[config.mk]
export PLATFORM = sky130hd
export DESIGN_NAME = mpu_store_stream
export DESIGN_NICKNAME = d
export VERILOG_FILES = /design/src/rtl/global_defs.sv /design/src/rtl/mpu_store_stream.sv
export SDC_FILE = /design/constraint.sdc
export NUM_CORES = 1
export LEC_CHECK = 0
export ABC_AREA = 1
export CORE_AREA = 3 3 169 171
export CTS_CLUSTER_SIZE = 20
export DETAILED_ROUTE_END_ITERATION = 12
export DIE_AREA = 0 0 172 174
export PLACE_DENSITY_LB_ADDON = 0.25
export SLEW_MARGIN = 0
export SYNTH_ARGS = -nofsm -noshare
export SYNTH_HDL_FRONTEND = slang
export SYNTH_SLANG_ARGS = --single-unit
[constraint.sdc]
create_clock -name clk -period 12.3 [get_ports clk]
set_clock_uncertainty 0.15 [all_clocks]
set_input_delay 1.845 -clock clk [delete_from_list [all_inputs] [get_ports clk]]
set_output_delay 1.845 -clock clk [all_outputs]
set_load 0.05 [all_outputs]
[src/rtl/global_defs.sv]
// Shared MPU datapath dimensions: element width, matrix shape and register-file addressing.
package global_defs;
   localparam int unsigned FP              = 32;
   localparam int unsigned M               = 3;
   localparam int unsigned N               = 3;
   localparam int unsigned MBITS           = $clog2(M);
   localparam int unsigned NBITS           = $clog2(N);
   localparam int unsigned MATRIX_REG_SIZE = 2;
endpackage

[src/rtl/mpu_store_stream.sv]
// Matrix store engine: snapshots one register-file matrix and streams it out row-major
// over valid/ready, tagging each element with its (m, n) coordinates and a last flag.
module mpu_store_stream
   import global_defs::*;
(
   input  logic                         clk,
   input  logic                         rst,
   input  logic                         store_req,
   input  logic [MATRIX_REG_SIZE-1:0]   store_addr,
   output logic                         idle,
   output logic [MATRIX_REG_SIZE-1:0]   matrix_addr,
   input  logic [M-1:0][N-1:0][FP-1:0]  matrix_in,
   output logic [FP-1:0]                element_out,
   output logic [MBITS:0]               m_out,
   output logic [NBITS:0]               n_out,
   output logic                         valid_out,
   output logic                         last_out,
   input  logic                         ready_in,
   output logic                         done
);
   localparam int unsigned MW = MBITS + 1;
   localparam int unsigned NW = NBITS + 1;
   localparam logic [MW-1:0] M_LAST = MW'(M - 1);
   localparam logic [NW-1:0] N_LAST = NW'(N - 1);

   typedef enum logic [1:0] {IDLE, FETCH, STREAM, DONE} state_t;

   state_t                         state, state_nx;
   logic [M-1:0][N-1:0][FP-1:0]    snap_q;
   logic [MATRIX_REG_SIZE-1:0]     addr_nx;
   logic [FP-1:0]                  elem_nx;
   logic [MW-1:0]                  m_nx;
   logic [NW-1:0]                  n_nx;
   logic                           valid_nx;
   logic                           last_nx;
   logic                           done_nx;

   assign idle = (state == IDLE);

   // State and registered outputs.
   always_ff @(posedge clk) begin
      if (rst) begin
         state       <= IDLE;
         matrix_addr <= '0;
         element_out <= '0;
         m_out       <= '0;
         n_out       <= '0;
         valid_out   <= 1'b0;
         last_out    <= 1'b0;
         done        <= 1'b0;
      end else begin
         state       <= state_nx;
         matrix_addr <= addr_nx;
         element_out <= elem_nx;
         m_out       <= m_nx;
         n_out       <= n_nx;
         valid_out   <= valid_nx;
         last_out    <= last_nx;
         done        <= done_nx;
      end
   end

   // Snapshot buffer; later register-file writes cannot reach the stream.
   always_ff @(posedge clk) begin
      if (state == FETCH) snap_q <= matrix_in;
   end

   // Next-state and next-output decode.
   always_comb begin
      state_nx = state;
      addr_nx  = matrix_addr;
      elem_nx  = element_out;
      m_nx     = m_out;
      n_nx     = n_out;
      valid_nx = valid_out;
      last_nx  = last_out;
      done_nx  = 1'b0;
      case (state)
         IDLE: begin
            if (store_req) begin
               addr_nx  = store_addr;
               state_nx = FETCH;
            end
         end
         FETCH: begin
            elem_nx  = matrix_in[0][0];
            m_nx     = '0;
            n_nx     = '0;
            valid_nx = 1'b1;
            last_nx  = (M_LAST == '0) && (N_LAST == '0);
            state_nx = STREAM;
         end
         STREAM: begin
            if (ready_in) begin
               if (last_out) begin
                  valid_nx = 1'b0;
                  last_nx  = 1'b0;
                  done_nx  = 1'b1;
                  state_nx = DONE;
               end else begin
                  if (n_out < N_LAST) begin
                     n_nx = n_out + NW'(1);
                  end else begin
                     n_nx = '0;
                     m_nx = m_out + MW'(1);
                  end
                  elem_nx = snap_q[m_nx[MBITS-1:0]][n_nx[NBITS-1:0]];
                  last_nx = (m_nx == M_LAST) && (n_nx == N_LAST);
               end
            end
         end
         DONE: begin
            state_nx = IDLE;
         end
         default: begin
            state_nx = IDLE;
         end
      endcase
   end
endmodule

==> impl_summary.log <==
[metrics] source of the worst register-to-register timing path: m_out[0]
[metrics] number of nets in the synthesized netlist: about 1,800
[metrics] setup tns final: 0 ns
[metrics] maxcap violations: 0
[metrics] layout net count: 2,129
[metrics] Buffers on Ports: roughly 340
[metrics] highest net fanout along the worst path: 4
[metrics] number of endpoints with negative hold slack in the final report: 0
[metrics] gate count after technology mapping: 1,521
[metrics] final critical delay including setup and external delays: about 4.0 ns
[metrics] leading cell type by number of instances after synthesis: nand2_1
[metrics] H-tree levels: 2
[metrics] PnR Total Power: ~4.1 mW
[metrics] die width: around 170 µm
[metrics] post-cts repair resize count: 0
[metrics] final-report max-slew violation count: 0
[metrics] buffers inserted by post-CTS timing repair: 0
[metrics] Iter 0 DRT Violations: 1,174
[metrics] WL per Instance: 18.15 µm
[metrics] global route overflow: 0
[metrics] buffer type at the clock tree root: clkbuf_16
[metrics] total leakage power: slightly above 8 nW
[metrics] count of synthesis-stage warnings from yosys: 0
[metrics] final WL: 39.97 mm
[metrics] Avg Cell Area, Syn: roughly 9.6 µm²
[metrics] Sinks on Clock Net: 333
[metrics] HPWL after DPL: between 20 and 30 mm
[metrics] top-area cell type share of the netlist area: about 59%
[metrics] Max-slew headroom: ~9%
[metrics] outcome: completed
[metrics] global-route wire length before repair: between 60 and 70 mm
[metrics] cell area after synthesis: 0.01458 mm²
[metrics] clock tree from TritonCTS: built
[metrics] Top-Level Pins: ~340
[metrics] number of hold buffers added after cts: 0
[metrics] kind of critical path: reg2out
[metrics] antenna violations before repair: 4
[metrics] post-synth cell types: 23
[metrics] timing-limited maximum frequency: ~250 MHz
[metrics] Die Footprint: ~0.030 mm²
[metrics] top cell type by total area after synthesis: edfxtp_1
[metrics] fill cell total of the finished layout: 1,975
[metrics] largest net degree at the start of global routing: 210
[metrics] transition time of the tightest slew-check pin: between 1 and 1.5 ns
[metrics] share of async-settable or async-resettable flops after synthesis: 0%
[metrics] via count: 11,350
[metrics] Post-synth top cells: 539 x nand2_1, 288 x edfxtp_1, 202 x inv_1
[metrics] Worst EP required: 10.30 ns
[metrics] final weighted congestion in routability-driven placement: about 0.95
[metrics] class of the most critical hold timing path: reg2reg
[metrics] layout cells sized above 1: 4.521%
[metrics] clock buffer count from CTS: 37
[metrics] Clock Path Buffers: 3
[metrics] FP Rows: 60
[metrics] insertion delay to the later sink of the worst-skew pair: between 0.5 and 0.6 ns
[metrics] Vias per Instance: slightly above 5
[metrics] Pre-antenna DRT Iters: 5
[metrics] utilization after layout: 71.43%
[metrics] Synth Register Bits: 333
[metrics] vias in the first global route: around 11,000
[metrics] Std-Cell Core Area: 0.02703 mm²
[metrics] startpoint types: flip-flop
[metrics] largest cells by area after synthesis: edfxtp_1 59%, nand2_1 14%, nand3_1 6.7%
[metrics] signal arrival time at the worst endpoint: roughly 2.1 ns
[metrics] number of synthesized flops with an enable pin: 288
[metrics] total power divided by cell area: around 210 mW/mm²
[metrics] Die H: 174 µm
[metrics] sequential cell area fraction in the yosys report: between 60% and 70%
[metrics] final cycle utilization of the critical path: 32.92%
[metrics] setup repair after global routing missed its margin: false
[metrics] critical path launch point: state[1]
[metrics] total track usage: roughly a quarter
[metrics] clock edge transition at the registers on the reported setup and hold paths: about 0.06 ns
[metrics] Worst Setup End Kind: output port
[metrics] post-route ant nets: 0
[metrics] Area growth syn-to-layout: 32.44%
[metrics] initial standard-cell utilization of the core: a little over half
[metrics] Final Setup Violations: 0
[metrics] maximum vdd ir drop: approximately 0.19 mV
[metrics] Worst Min Path Start: element_out[11]
[metrics] Remaining DRCs: 0
[metrics] primary flip-flop cell chosen by synthesis mapping: edfxtp_1
## final timing paths
path                                        end  slack (ns)  cells past startpoint
worst max-delay path                       idle        8.25                      3
worst min-delay path            element_out[11]        0.31                      2
worst max register to register  element_out[16]        8.58                     12
worst min register to register  element_out[11]        0.31                      2
## registers in the layout (all words and copies together), names as in the netlist
name,flops
state,2
n_out,3
snap_q,288
element_out,32
m_out,3
valid_out,1
matrix_addr,2
last_out,1
done,1
## worst max-delay path: stages (launching register included)
cell and delay (ns):
dfxtp_1 0.31, inv_1 0.14, ha_1 0.24, clkdlybuf4s50_1 0.84
## power breakdown
part / total (mW) / switching (mW) / internal, mW / leakage (nW)
combinational: 1.21 / 0.833 / 0.378 / 4.52
sequential: 1.76 / 0.0939 / 1.67 / 3.06
clock: 1.09 / 0.438 / 0.647 / 0.587
total: 4.06 / 1.36 / 2.69 / 8.17
## logic make-up after synthesis
logic type / Yosys count / synth area share (%)
buffers and inverters: 286 / 8.155
DFF: 333 / 65.51
xor gates and xnor gates: 1 / 0.06010
and+or+nand+nor: 816 / 22.97
adders and majority gates: 6 / 0.5150
AOI/OAI and AO/OA: 79 / 2.790
## routing by layer
metal  routed length, µm  share of wire, %  vias to the layer above  global-route usage (%)
met3                3747               9.4                       85                   5.822
met5                  13             0.033                        -                       0
met4                1468               3.7                        2                   9.448
met1               16440                41                     5265                   36.45
met2               18300                46                      485                   40.34
li1                    -                 -                     5514                       -
## per-stage QoR
| stage | worst slack [ns] | hold slack (ns) | cells | instance area [µm²] |
|---|---|---|---|---|
| final | 8.250 | 0.3142 | 2202 | 19300 |
| after global routing | 8.171 | 0.3396 | 2202 | 19300 |
| after CTS | 8.214 | 0.3134 | 2199 | 19300 |
| after detailed placement | 8.257 | 0.3045 | 2131 | 18100 |
| after global placement | 8.341 | 0.3010 | 2131 | 18100 |
| after floorplan | 3.856 | 0.3461 | 1521 | 14580 |
## area by class of cell
cell class	instances	area (µm²)	area share [%]
diodes	3	7.507	0.03889
repair buffers	348	3468	17.97
clock buffers	44	1005	5.204
multi-input cells	902	3876	20.08
well taps	341	426.7	2.210
inverters	207	777.0	4.025
clock inverters	24	195.2	1.011
flip-flops and latches	333	9549	49.47
## layout by cell type (no fill, tap or decap), types with 10 or more instances in the layout
cell / n
a21oi_1: 71
buf_4: 10
clkbuf_16: 39
clkdlybuf4s50_1: 337
clkinv_1: 10
dfxtp_1: 45
edfxtp_1: 288
inv_1: 202
nand2_1: 538
nand3_1: 195
nor2_1: 70
(Power assumes the default switching activity.)
